--- config.mk ---
export PLATFORM = sky130hd
export DESIGN_NAME = program_loader
export DESIGN_NICKNAME = d
export VERILOG_FILES = /design/src/rtl/cpu_pkg.sv /design/src/rtl/sync_edge_detect.sv /design/src/rtl/program_loader.sv
export SDC_FILE = /design/constraint.sdc
export NUM_CORES = 1
export LEC_CHECK = 0
export BUFFER_PORTS_ARGS = -buffer_cell sky130_fd_sc_hd__buf_2
export CORE_MARGIN = 2
export CORE_UTILIZATION = 35
export CTS_BUF_LIST = sky130_fd_sc_hd__clkbuf_4
export CTS_CLUSTER_DIAMETER = 40
export CTS_CLUSTER_SIZE = 16
export DETAILED_ROUTE_END_ITERATION = 7
export GPL_TIMING_DRIVEN = 0
export HOLD_SLACK_MARGIN = 0.1
export PLACE_DENSITY = 0.68
export SLEW_MARGIN = 40
export SYNTH_ARGS = -nofsm -noshare
export SYNTH_HDL_FRONTEND = slang
export SYNTH_SLANG_ARGS = --single-unit
--- constraint.sdc ---
create_clock -name clk -period 1.85 [get_ports clk]
set_clock_uncertainty 0.05 [all_clocks]
set_input_delay 0 -clock clk [delete_from_list [all_inputs] [get_ports clk]]
set_output_delay 0 -clock clk [all_outputs]
set_load 0.02 [all_outputs]
--- src/rtl/cpu_pkg.sv ---
// Shared definitions for the 8-bit CPU datapath: control-word bit positions,
// the idle control word, the loader's control words and its FSM state type.
package cpu_pkg;

  localparam int unsigned CTRL_W = 15;

  // Control-word bit positions, [14]Cp down to [0]nLo
  localparam int unsigned CP_BIT   = 14;
  localparam int unsigned EP_BIT   = 13;
  localparam int unsigned LP_BIT   = 12;
  localparam int unsigned NLMA_BIT = 11;
  localparam int unsigned NLMD_BIT = 10;
  localparam int unsigned NCE_BIT  = 9;
  localparam int unsigned NLR_BIT  = 8;
  localparam int unsigned NLI_BIT  = 7;
  localparam int unsigned EI_BIT   = 6;
  localparam int unsigned NLA_BIT  = 5;
  localparam int unsigned EA_BIT   = 4;
  localparam int unsigned SU_BIT   = 3;
  localparam int unsigned EU_BIT   = 2;
  localparam int unsigned NLB_BIT  = 1;
  localparam int unsigned NLO_BIT  = 0;

  // All active-high enables 0, all active-low loads 1: nothing drives or loads
  localparam logic [CTRL_W-1:0] CTRL_IDLE = 15'h0FA3;

  // Loader words: idle with exactly one active-low RAM-path strobe asserted
  localparam logic [CTRL_W-1:0] CTRL_LD_ADDR  = CTRL_IDLE & ~(15'd1 << NLMA_BIT);
  localparam logic [CTRL_W-1:0] CTRL_LD_DATA  = CTRL_IDLE & ~(15'd1 << NLMD_BIT);
  localparam logic [CTRL_W-1:0] CTRL_LD_WRITE = CTRL_IDLE & ~(15'd1 << NLR_BIT);

  typedef enum logic [2:0] {
    RUN,
    HOLD,
    ADDR,
    DATA,
    WRITE,
    ADVANCE,
    EXIT
  } loader_state_t;

endpackage

--- src/rtl/sync_edge_detect.sv ---
// Multi-flop synchronizer for an asynchronous pad input. With RISE_EDGE=1 the
// output is a one-cycle pulse on each synchronized rising edge; with
// RISE_EDGE=0 it is the synchronized level. SYNC_STAGES must be at least 2.
module sync_edge_detect #(
  parameter int unsigned SYNC_STAGES = 2,
  parameter bit          RISE_EDGE   = 1'b1
) (
  input  logic clk,
  input  logic rst,
  input  logic async_i,
  output logic sync_o
);

  logic [SYNC_STAGES-1:0] r_sync;

  // Shift the async input through the synchronizer chain
  always_ff @(posedge clk or posedge rst) begin
    if (rst) begin
      r_sync <= '0;
    end else begin
      r_sync <= {r_sync[SYNC_STAGES-2:0], async_i};
    end
  end

  if (RISE_EDGE) begin : g_rise
    logic r_prev;

    // Remember the last synchronized level for edge detection
    always_ff @(posedge clk or posedge rst) begin
      if (rst) begin
        r_prev <= 1'b0;
      end else begin
        r_prev <= r_sync[SYNC_STAGES-1];
      end
    end

    assign sync_o = r_sync[SYNC_STAGES-1] & ~r_prev;
  end else begin : g_level
    assign sync_o = r_sync[SYNC_STAGES-1];
  end

endmodule

--- src/rtl/program_loader.sv ---
// Program loader: lets an external host write a program into RAM byte by
// byte while the CPU is held off the bus, then restarts the CPU.
// Build option: define LOADER_CHECKSUM_EN to get a running byte checksum on
// checksum_o; otherwise checksum_o is tied to zero.
module program_loader
  import cpu_pkg::*;
#(
  parameter int unsigned ADDR_W      = 4,
  parameter int unsigned DATA_W      = 8,
  parameter int unsigned SYNC_STAGES = 2
) (
  input  logic              clk,
  input  logic              rst,
  input  logic              load_mode_i,
  input  logic              strobe_i,
  input  logic [DATA_W-1:0] data_i,
  input  logic [14:0]       cpu_ctrl_i,
  output logic [14:0]       cpu_ctrl_o,
  output logic [DATA_W-1:0] bus_o,
  output logic              bus_oe_o,
  output logic              cpu_restart_o,
  output logic              busy_o,
  output logic [ADDR_W:0]   count_o,
  output logic              overrun_o,
  output logic [DATA_W-1:0] checksum_o
);

  // Count saturates at the RAM size
  localparam logic [ADDR_W:0] COUNT_MAX = {1'b1, {ADDR_W{1'b0}}};

  loader_state_t     r_state;
  logic [ADDR_W-1:0] r_addr;
  logic [ADDR_W:0]   r_count;
  logic              r_overrun;
  logic              r_pending;
  logic [DATA_W-1:0] r_data;
  logic [DATA_W-1:0] r_shadow;
  logic [DATA_W-1:0] r_bus;
  logic              r_bus_oe;
  logic              r_restart;
  logic [14:0]       r_ctrl;

  logic              w_strb_rise;
  logic              w_load_mode;
  logic              w_in_seq;
  logic [DATA_W-1:0] w_addr_ext;

  sync_edge_detect #(
    .SYNC_STAGES(SYNC_STAGES),
    .RISE_EDGE  (1'b1)
  ) u_strobe_sync (
    .clk    (clk),
    .rst    (rst),
    .async_i(strobe_i),
    .sync_o (w_strb_rise)
  );

  sync_edge_detect #(
    .SYNC_STAGES(SYNC_STAGES),
    .RISE_EDGE  (1'b0)
  ) u_load_mode_sync (
    .clk    (clk),
    .rst    (rst),
    .async_i(load_mode_i),
    .sync_o (w_load_mode)
  );

  assign w_in_seq   = r_state inside {ADDR, DATA, WRITE, ADVANCE};
  assign w_addr_ext = {{(DATA_W - ADDR_W){1'b0}}, r_addr};

  // Loader FSM with registered bus/control outputs set on entry to each state
  always_ff @(posedge clk or posedge rst) begin
    if (rst) begin
      r_state   <= RUN;
      r_addr    <= '0;
      r_count   <= '0;
      r_overrun <= 1'b0;
      r_pending <= 1'b0;
      r_data    <= '0;
      r_shadow  <= '0;
      r_bus     <= '0;
      r_bus_oe  <= 1'b0;
      r_restart <= 1'b0;
      r_ctrl    <= CTRL_IDLE;
    end else begin
      r_bus     <= '0;
      r_bus_oe  <= 1'b0;
      r_restart <= 1'b0;
      r_ctrl    <= CTRL_IDLE;

      // A strobe arriving mid-write is parked in the shadow register; a
      // second one before it is consumed is lost
      if (w_strb_rise && w_in_seq) begin
        if (r_pending) begin
          r_overrun <= 1'b1;
        end else begin
          r_pending <= 1'b1;
          r_shadow  <= data_i;
        end
      end

      case (r_state)
        RUN: begin
          if (w_load_mode) begin
            r_state   <= HOLD;
            r_addr    <= '0;
            r_count   <= '0;
            r_overrun <= 1'b0;
            r_pending <= 1'b0;
          end
        end
        HOLD: begin
          if (w_strb_rise || r_pending) begin
            if (r_pending) begin
              r_data    <= r_shadow;
              r_pending <= 1'b0;
              if (w_strb_rise) begin
                r_overrun <= 1'b1;
              end
            end else begin
              r_data <= data_i;
            end
            r_state  <= ADDR;
            r_bus    <= w_addr_ext;
            r_bus_oe <= 1'b1;
            r_ctrl   <= CTRL_LD_ADDR;
          end else if (!w_load_mode) begin
            r_state   <= EXIT;
            r_restart <= 1'b1;
          end
        end
        ADDR: begin
          r_state  <= DATA;
          r_bus    <= r_data;
          r_bus_oe <= 1'b1;
          r_ctrl   <= CTRL_LD_DATA;
        end
        DATA: begin
          r_state  <= WRITE;
          r_bus    <= r_data;
          r_bus_oe <= 1'b1;
          r_ctrl   <= CTRL_LD_WRITE;
        end
        WRITE: begin
          r_state <= ADVANCE;
        end
        ADVANCE: begin
          r_addr <= r_addr + 1'b1;
          if (r_count != COUNT_MAX) begin
            r_count <= r_count + 1'b1;
          end
          r_state <= HOLD;
        end
        EXIT: begin
          r_state <= RUN;
        end
        default: begin
          r_state <= RUN;
        end
      endcase
    end
  end

`ifdef LOADER_CHECKSUM_EN
  logic [DATA_W-1:0] r_checksum;

  // Sum each byte as it is written; restart the sum on load-mode entry
  always_ff @(posedge clk or posedge rst) begin
    if (rst) begin
      r_checksum <= '0;
    end else if (r_state == RUN && w_load_mode) begin
      r_checksum <= '0;
    end else if (r_state == WRITE) begin
      r_checksum <= r_checksum + r_data;
    end
  end

  assign checksum_o = r_checksum;
`else
  assign checksum_o = '0;
`endif

  // Pass-through only in RUN; reset forces the idle word asynchronously
  assign cpu_ctrl_o    = rst ? CTRL_IDLE : ((r_state != RUN) ? r_ctrl : cpu_ctrl_i);
  assign bus_o         = r_bus;
  assign bus_oe_o      = r_bus_oe;
  assign cpu_restart_o = r_restart;
  assign busy_o        = (r_state != RUN);
  assign count_o       = r_count;
  assign overrun_o     = r_overrun;

endmodule

==> flow_metrics.env <==
export IMPL_synthArstFlopShare=1.00
export IMPL_vdd_drop_max_mv=0.873
export IMPL_final_util=0.463
export IMPL_synth_top_area_cell="dfrtp_1"
export IMPL_cp_end_kind="flop"
export IMPL_rsz0062_at_grt="no"
export IMPL_die_y_um=83.8
export IMPL_cp_start_kind="flop"
export IMPL_grt_pass1_wl_um=7450
export IMPL_finalCritPeriodShare=0.958
export IMPL_min_period_ns=1.77
export IMPL_max_freq_mhz=564
export IMPL_crit_arrival_ns=1.98
export IMPL_grt_pass1_vias=1595
export IMPL_die_area_um2=7020
export IMPL_crit_family="flip-flops"
export IMPL_routed_wl_um=4410
export IMPL_finalNetCount=301
export IMPL_place_gp_congestion=0.771
export IMPL_tightestPinTransition_ns=0.742
export IMPL_setup_tns_ns=0
export IMPL_rows=29
export IMPL_crit_chain="or3b_4 -> a21oi_4 -> buf_6 -> mux2_4"
export IMPL_power_density_nw_per_um2=1450
export IMPL_cellLeakagePower_nw=1.46
export IMPL_synth_cell_types=43
export IMPL_overflow=0
export IMPL_dr_total_vias=1644
export IMPL_slowest_stage="dfrtp_2"
export IMPL_drtIter0Drc=45
export IMPL_cts_root_buf="clkbuf_4"
export IMPL_start_util=0.357
export IMPL_path_buf_inv=1
export IMPL_syn_area_um2=2230
export IMPL_failed_checks="negative hold slack"
export IMPL_die_width_um=83.8
export IMPL_n_antenna_cell=0
export IMPL_critPathMaxStageDelay_ns=0.48
export IMPL_layout_drive_gt1_share=0.434
export IMPL_min_path_type="in -> async"
export IMPL_avgRoutedWirePerCell_um=12.6
export IMPL_clk_pin_slew_worst_paths_ns=0.16
export IMPL_drv_slew=0
export IMPL_dp_hpwl_um=3020
export IMPL_worst_slack_ns=0.0785
export IMPL_worst_hold_slack_ns=-0.166
export IMPL_dp_cells=328
export IMPL_io_pins=67
export IMPL_first_pass_iters=4
export IMPL_dpl_worst_slack_ns=0.0980
export IMPL_max_cap_violations=0
export IMPL_crit_path_max_fanout=10
export IMPL_cts_tree="done"
export IMPL_synth_area_top_cells="dfrtp_1, mux2_2, dfstp_2, mux2_4, buf_4"
export IMPL_worstSetupPathType="reg -> reg"
export IMPL_seq_area_frac_synth=0.541
export IMPL_core_um2=6240
export IMPL_worstPathRequired_ns=2.06
export IMPL_synth_top_flop_cell="dfrtp_1"
export IMPL_htreeDepth=2
export IMPL_synth_cells=186
export IMPL_area_delta_synth_final_pct=29.8
export IMPL_grt_usage=0.131
export IMPL_ys_seq_elements=48
export IMPL_grt_max_degree=58
export IMPL_finalHoldViolCount=45
export IMPL_cts_buffers=5
export IMPL_synth_top_area_share=0.505
export IMPL_relSlewSlack=0.503
export IMPL_cts_buffer_depth=2
export IMPL_clkSinkCount=48
export IMPL_synth_edff_count=0
export IMPL_final_cells=349
export IMPL_via_per_inst=4.71
export IMPL_ant_nets=0
export IMPL_clkLatencyLatePin_ns=0.37
export IMPL_status="complete, but fails checks"
export IMPL_ys_warn_count=0
export IMPL_avgSynthCellArea_um2=12.0
export IMPL_io_buffers=58
export IMPL_hold_buffers=10
export IMPL_setup_viol=0
export IMPL_antenna_found_initial=0
export IMPL_drc=0
worst min-delay path, stage by stage:
cell,delay [ns]
buf_2,0.12
inv_1,0.06
clkbuf_4,0.59
metal layers:
metal  share of wire  wire length (um)  GRT usage
met1            0.47              2050      0.168
met2            0.46              2050      0.217
met3           0.062               273     0.0326
met4          0.0086                38     0.0396
met5               0                 0          0
power breakdown:
part           switching, mW  total, mW  internal [mW]
clock network          0.353      0.779          0.426
registers              0.232       1.67           1.43
logic                  0.924       1.76          0.834
cells in the mapped netlist (2+ instances only):
master    number
nand4_1        3
nor3_1         2
and3_1         7
ha_1           3
nand2b_1       4
inv_1          7
buf_4          9
o21ai_0        4
dfrtp_1       45
a21oi_1        2
nor2_1         2
dfstp_2        3
a22o_1         4
nand3_1        8
nand2_1       15
clkbuf_1       4
and2_1         4
buf_2          3
mux2_2        19
or3_1          6
mux2i_1        6
mux2_4         5
final timing paths:
| path | start | endpoint | slack (ns) | cells past startpoint |
|---|---|---|---|---|
| setup / recovery | r_state[2]$_DFFE_PP0P_ | r_data[4]$_DFFE_PP0P_ | 0.08 | 4 |
| hold / removal | rst | r_state[1]$_DFFE_PP0P_ | -0.17 | 3 |
| setup reg to reg | r_state[2]$_DFFE_PP0P_ | r_data[4]$_DFFE_PP0P_ | 0.08 | 4 |
| hold reg to reg | u_strobe_sync.r_sync[0]$_DFF_PP0_ | u_strobe_sync.r_sync[1]$_DFF_PP0_ | 0.32 | 0 |
| max in group asynchronous | rst | r_state[2]$_DFFE_PP0P_ | 1.43 | 3 |
| min in group clk | load_mode_i | u_load_mode_sync.r_sync[0]$_DFF_PP0_ | 0.20 | 2 |
state kept, by name, indices dropped and copies added, names as in the netlist:
name,count
count_o,5
r_pending,1
overrun_o,1
r_state,3
bus_oe_o,1
cpu_restart_o,1
u_strobe_sync.r_sync,2
u_load_mode_sync.r_sync,2
bus_o,8
r_ctrl,3
u_strobe_sync.g_rise.r_prev,1
r_addr,4
r_data,8
r_shadow,8
logic make-up (layout without fill, tap and decap cells):
group	after synthesis	count (layout)	synth area share
buf+inv	25	104	0.0623
flops	48	48	0.541
other cells	1	8	0.00168
mux	30	30	0.157
simple gates	60	60	0.155
fa+ha+maj	3	3	0.0168
xor+xnor	1	1	0.00393
compound gates	18	18	0.0629
repair_timing:
action                     CTS  global route
pin swaps                    0             0
setup endpoints to repair   15            18
cloned                       0             0
hold endpoints to repair    63            45
setup buffers                0             3
gates resized for setup      3             5
through the flow:
stage          area [um2]  power (mW)  hold slack [ns]
5_1_grt              2890        4.48           -0.101
3_3_place_gp         2640        3.30           0.0592
2_1_floorplan        2260        2.89          -0.0186
4_1_cts              2860        4.17           -0.151
3_5_place_dp         2650        3.36           0.0593
6_report             2890        4.20           -0.166
placed cells by master (no fill, tap or decap), types with 5 or more instances in the layout:
master / netlist / layout
clkbuf_4: 0 / 6
mux2_4: 5 / 5
conb_1: 1 / 8
nand3_1: 8 / 8
dlygate4sd3_1: 0 / 10
buf_4: 9 / 12
nand2_1: 15 / 15
mux2i_1: 6 / 6
inv_1: 7 / 7
dfrtp_1: 45 / 43
and3_1: 7 / 7
buf_2: 3 / 62
mux2_2: 19 / 19
or3_1: 6 / 6
area by class of cell:
type                       count  area (um2)
tap                           77        96.3
clock buffer                   5        37.5
inverter                       8        32.5
buffer                        17         114
multi-input combinational    120         922
fill                         610        3350
sequential                    48        1210
timing repair buffer          71         413
clock inverter                 3        68.8
No activity file was read; power rests on OpenSTA's default activity.
